### src/rtl/abcd_pkg.sv
`default_nettype none
//------------------------------------------------------------------------------
// abcd_pkg: shared frame geometry, FSM encodings and position-to-output mapping
// Revision: 1.0
//------------------------------------------------------------------------------
package abcd_pkg;

    localparam int FRAME_BITS = 4;
    localparam int BIT_CNT_W  = $clog2(FRAME_BITS);

    localparam logic [0:0] ST_COLLECT = 1'b0;
    localparam logic [0:0] ST_HOLD    = 1'b1;

    // Frame vector layout is {a,b,c,d}.
    typedef logic [FRAME_BITS-1:0] frame_t;

    // pos[p] holds the p-th serial bit received; returns {a,b,c,d}.
    function automatic frame_t map_frame(input frame_t pos, input bit msb_first);
        frame_t f;
        if (msb_first) begin
            f = {pos[0], pos[1], pos[2], pos[3]};
        end else begin
            f = pos;
        end
        return f;
    endfunction

endpackage
`default_nettype wire

### src/rtl/abcd_idle_timer.sv
`default_nettype none
//------------------------------------------------------------------------------
// abcd_idle_timer: counts idle cycles and pulses expire on the last allowed one
// Revision: 1.0
//------------------------------------------------------------------------------
module abcd_idle_timer #(
    parameter int TIMEOUT = 15
) (
    input  logic clk,
    input  logic rst,
    input  logic clear,
    input  logic enable,
    output logic expire
);

    generate
        if (TIMEOUT > 0) begin : g_timer
            localparam int CNT_W = $clog2(TIMEOUT + 1);
            localparam logic [CNT_W-1:0] LAST = CNT_W'(TIMEOUT - 1);

            logic [CNT_W-1:0] r_idle_cnt;
            logic             w_at_last;

            assign w_at_last = (r_idle_cnt == LAST);

            always_ff @(posedge clk) begin
                if (rst || clear) begin
                    r_idle_cnt <= '0;
                end else if (enable) begin
                    r_idle_cnt <= w_at_last ? '0 : r_idle_cnt + 1'b1;
                end
            end

            // Reset outranks an expiry in the same cycle.
            assign expire = enable & ~clear & ~rst & w_at_last;
        end else begin : g_no_timer
            logic w_unused;
            assign w_unused = &{1'b0, clk, rst, clear, enable};
            assign expire   = 1'b0;
        end
    endgenerate

endmodule
`default_nettype wire

### src/rtl/abcd_deserializer.sv
`default_nettype none
//------------------------------------------------------------------------------
// abcd_deserializer: 4-bit serial frame to held a,b,c,d with valid/ready output
// Revision: 1.0
//------------------------------------------------------------------------------
module abcd_deserializer
    import abcd_pkg::*;
#(
    parameter bit MSB_FIRST = 1'b1,
    parameter int TIMEOUT   = 15
) (
    input  logic clk,
    input  logic rst,
    input  logic sin,
    input  logic sin_valid,
    output logic sin_ready,
    output logic a,
    output logic b,
    output logic c,
    output logic d,
    output logic out_valid,
    input  logic out_ready,
    output logic frame_err
);

    logic [0:0]           r_state;
    logic [BIT_CNT_W-1:0] r_bit_cnt;
    frame_t               r_shift;
    frame_t               r_frame;
    logic                 r_out_valid;

    logic   w_in_collect;
    logic   w_acc;
    logic   w_last_bit;
    logic   w_timer_en;
    logic   w_expire;
    frame_t w_shift_ins;

    assign w_in_collect = (r_state == ST_COLLECT);
    assign sin_ready    = w_in_collect | out_ready;
    assign w_acc        = sin_valid & sin_ready;
    assign w_last_bit   = (r_bit_cnt == BIT_CNT_W'(FRAME_BITS - 1));
    assign w_timer_en   = w_in_collect & (r_bit_cnt != '0) & ~w_acc;

    // In HOLD the shift register and bit counter are already zero, so the same
    // insert path serves a bit accepted during the handoff cycle.
    always_comb begin
        w_shift_ins            = r_shift;
        w_shift_ins[r_bit_cnt] = sin;
    end

    abcd_idle_timer #(
        .TIMEOUT (TIMEOUT)
    ) u_idle_timer (
        .clk    (clk),
        .rst    (rst),
        .clear  (~w_timer_en),
        .enable (w_timer_en),
        .expire (w_expire)
    );

    always_ff @(posedge clk) begin
        if (rst) begin
            r_state     <= ST_COLLECT;
            r_bit_cnt   <= '0;
            r_shift     <= '0;
            r_frame     <= '0;
            r_out_valid <= 1'b0;
        end else if (w_in_collect) begin
            if (w_acc && w_last_bit) begin
                r_frame     <= map_frame(w_shift_ins, MSB_FIRST);
                r_out_valid <= 1'b1;
                r_state     <= ST_HOLD;
                r_bit_cnt   <= '0;
                r_shift     <= '0;
            end else if (w_acc) begin
                r_shift   <= w_shift_ins;
                r_bit_cnt <= r_bit_cnt + 1'b1;
            end else if (w_expire) begin
                r_shift   <= '0;
                r_bit_cnt <= '0;
            end
        end else if (out_ready) begin
            r_out_valid <= 1'b0;
            r_state     <= ST_COLLECT;
            if (w_acc) begin
                r_shift   <= w_shift_ins;
                r_bit_cnt <= r_bit_cnt + 1'b1;
            end
        end
    end

    assign {a, b, c, d} = r_frame;
    assign out_valid    = r_out_valid;
    assign frame_err    = w_expire;

endmodule
`default_nettype wire
### config.mk
export PLATFORM = sky130hd
export DESIGN_NAME = abcd_deserializer
export DESIGN_NICKNAME = d
export VERILOG_FILES = /design/src/rtl/abcd_pkg.sv /design/src/rtl/abcd_idle_timer.sv /design/src/rtl/abcd_deserializer.sv
export SDC_FILE = /design/constraint.sdc
export NUM_CORES = 1
export LEC_CHECK = 0
export BUFFER_PORTS_ARGS = -buffer_cell sky130_fd_sc_hd__buf_2
export CORE_MARGIN = 2
export CORE_UTILIZATION = 52
export CTS_CLUSTER_DIAMETER = 120
export DETAILED_ROUTE_END_ITERATION = 8
export PLACE_DENSITY = 0.76
export SLEW_MARGIN = 0
export SYNTH_ARGS = -nofsm -noshare
export SYNTH_HDL_FRONTEND = slang
export SYNTH_SLANG_ARGS = --single-unit
### constraint.sdc
create_clock -name clk -period 2.75 [get_ports clk]
set_input_delay 0.825 -clock clk [delete_from_list [all_inputs] [get_ports clk]]
set_output_delay 0.825 -clock clk [all_outputs]
set_load 0.005 [all_outputs]
==> summary.txt <==
Outcome -> complete, no violations
Drt total wl -> 1335 um
Register area share after synthesis -> 42.03%
Initial antenna violation count -> 0
CTS Buf Count -> 3
HP Class -> flip-flop to flip-flop
R2R depth -> 7
Final Critical Period -> 2631 ps
Max IR drop VDD -> 245.4 uV
Final Max Slew Viols -> 0
Worst clock skew -> 3.489 ps
CP max stage cell -> or4_1
ANT cells -> 0
PostCTS Resize Cnt -> 0
Number of global-route vias before repair -> 547
Synth area leader -> dfxtp_1
Hold Buf Count CTS -> 0
Placer Congestion -> 0.7043
CP Launch Type -> flip-flop
Pre-Repair DR Iteration Count -> 4
YS warnings -> 0
Clock Sinks -> 15
Mapped Nets -> 90
GRT Residual Overflow -> 0
Final hold vios -> 0
Worst Path Arrival -> 1810 ps
Hold path cells -> 1
Actual slew at the worst max-slew pin -> 458.4 ps
Fin nets -> 103
Worst EP required -> 1930 ps
Worst path max stage delay -> 530 ps
Critical path endpoint category -> output pin
Worst-path clk slew -> 90 ps
Layout cells sized above 1 -> 18.28%
Synth cell types -> 23
Post-Route Setup TNS -> 0 ps
Worst setup path end -> frame_err
Crit Reg-Reg Startpoint -> r_bit_cnt[0]
Routed len/inst -> 12.36 um
Pleak -> 0.3049 nW
HPWL after DPL -> 987.3 um
Setup violators final -> 0
Global-route wire length before repair -> 2125 um
Largest cells by area after synthesis -> dfxtp_1 42%, a21oi_1 7.7%, ha_1 7.0%
F_max -> 380.1 MHz
RSZ-0062 raised after global routing -> false
DIE HEIGHT -> 41.07 um
Root Buffer -> clkbuf_4
Place WS -> 249.9 ps
Slew HR -> 69.32%
Worst setup startpoint -> r_bit_cnt[0]
Site row count -> 13
Share of the synthesized area in the top cell type -> 42.03%
Tot GR Track Use -> 19.69%
Die area -> 1686 um^2
Area Overhead vs Synth -> 12.78%
FF-to-FF End -> r_shift[0]
Core area -> 1285 um^2
Gate Count Post-Synth -> 81
Initial Utilization -> 55.60%
Vias -> 594
Synthesized cell area -> 714.4 um^2
Clk_lat worst skew -> 290 ps
Max Cap Violations -> 0
H-tree Lvls -> 1
Die W -> 41.07 um
FF-to-FF setup slack -> 720 ps
Vias per cell -> 5.500
Post-DRT Antenna Nets -> 0
Avg Inst Size Synth -> 8.820 um^2
Critical path cell sequence -> inv_1 -> ha_1 -> or4_1 -> nor2_1 -> buf_2
CTS tree -> done
Post-route DRC -> 0
DRT iter0 DRCs -> 9
Longest Clk Path Bufs -> 2
CP Class -> flip-flop to output pin
Post-CTS Setup Repair Bufs -> 0
Pwr dens -> 467.7 nW/um^2
Flops & latches, synth -> 15
Post-route setup slack -> 119.1 ps
Max FO, Critical Path -> 4
Io pins -> 12
Largest net degree at the start of global routing -> 13
Final Cycle Share -> 95.67%
Port bufs -> 11
-- placed cells by master (no fill, tap or decap), types with 2 or more instances in the layout --
cell      synthesis  routed
nand3_1           2       2
dfxtp_1          15      15
nand4_1           3       3
nor2_1           10      10
inv_1             5       5
o21ai_1           3       3
mux2i_1           4       4
nand2_1           5       5
a211oi_1          5       5
clkbuf_4          0       3
nand2b_1          2       2
a21oi_1          11      11
ha_1              4       4
buf_2             1      11
-- synthesized netlist by cell type (all sizes together) --
master and count:
buf 1, nand4 3, a211oi 5, nand2b 2, inv 5, nand2 5, nand4b 1, xor2 1
o21ai 3, ha 4, or2b 1, or4 1, nor3b 1, nand3 2, dfxtp 15, a2bb2oi 1
and3 1, a21oi 11, clkbuf 3, o2bb2ai 1, mux2i 4, nor2 10
-- flip-flops by register name (all words and copies together) (netlist names) --
signal and count:
out_valid 1, r_bit_cnt 2, r_frame 4, r_shift 3, r_state 1, u_idle_timer.g_timer.r_idle_cnt 4
-- worst max-delay path, delay by kind of cell (launching register included) --
family / cells / cell delay, ps
AND/OR/NAND/NOR: 2 / 640
buffers and inverters: 2 / 220
flip-flops: 1 / 400
adder cells (fa/ha/maj): 1 / 260
-- logic make-up (layout without fill, tap and decap cells) --
logic type	Yosys count	count (layout)	share of synthesized area, %
buf+inv	9	21	5.078
simple gates	27	27	18.92
xor+xnor	1	1	1.226
flops	15	15	42.03
mux	4	4	5.604
fa+ha+maj	4	4	7.006
compound gates	21	21	20.14
-- metal layers --
layer	GRT usage, %	routed length (um)	part of all wire, %
met5	0	0	0
met4	15.00	14	1.0
met3	3.261	33	2.5
met2	34.77	671	50
met1	20.33	616	46
-- worst min-delay path by stage --
stage | start | end | slack [ps]
finish | u_idle_timer.g_timer.r_idle_cnt[0] | u_idle_timer.g_timer.r_idle_cnt[0] | 490
global route | r_shift[2] | r_shift[2] | 500
CTS | r_shift[2] | r_shift[2] | 490
detailed placement | u_idle_timer.g_timer.r_idle_cnt[0] | u_idle_timer.g_timer.r_idle_cnt[0] | 480
global placement | r_shift[0] | r_shift[0] | 460
floorplan | r_state | out_valid | 440
-- final cells by class --
type | count | area (um^2)
Clock buffer | 3 | 22.52
Timing Repair Buffer | 12 | 62.56
Multi-Input combinational cell | 57 | 377.9
Sequential cell | 15 | 300.3
Inverter | 5 | 18.77
Tap cell | 15 | 18.77
Fill cell | 122 | 479.2
Clock inverter | 1 | 5.005
-- stage by stage --
stage	cells	area (um^2)	hold WS, ps	total power, W	utilization [%]
floorplan	81	714.4	438.7	0.0002478	-
global placement	104	778.2	462.9	0.0002558	60.56
detailed placement	104	778.2	477.1	0.0002564	60.56
CTS	108	805.8	490.8	0.0003820	62.71
global route	108	805.8	500.9	0.0003952	62.71
finish	108	805.8	485.6	0.0003769	62.71
-- report_power, final --
part	total, W	internal, W	switching, W
sequential	0.000222	0.000220	0.00000240
combinational	0.0000295	0.0000122	0.0000172
clock	0.000125	0.0000541	0.0000713
Power figures use the tool's default switching activity.
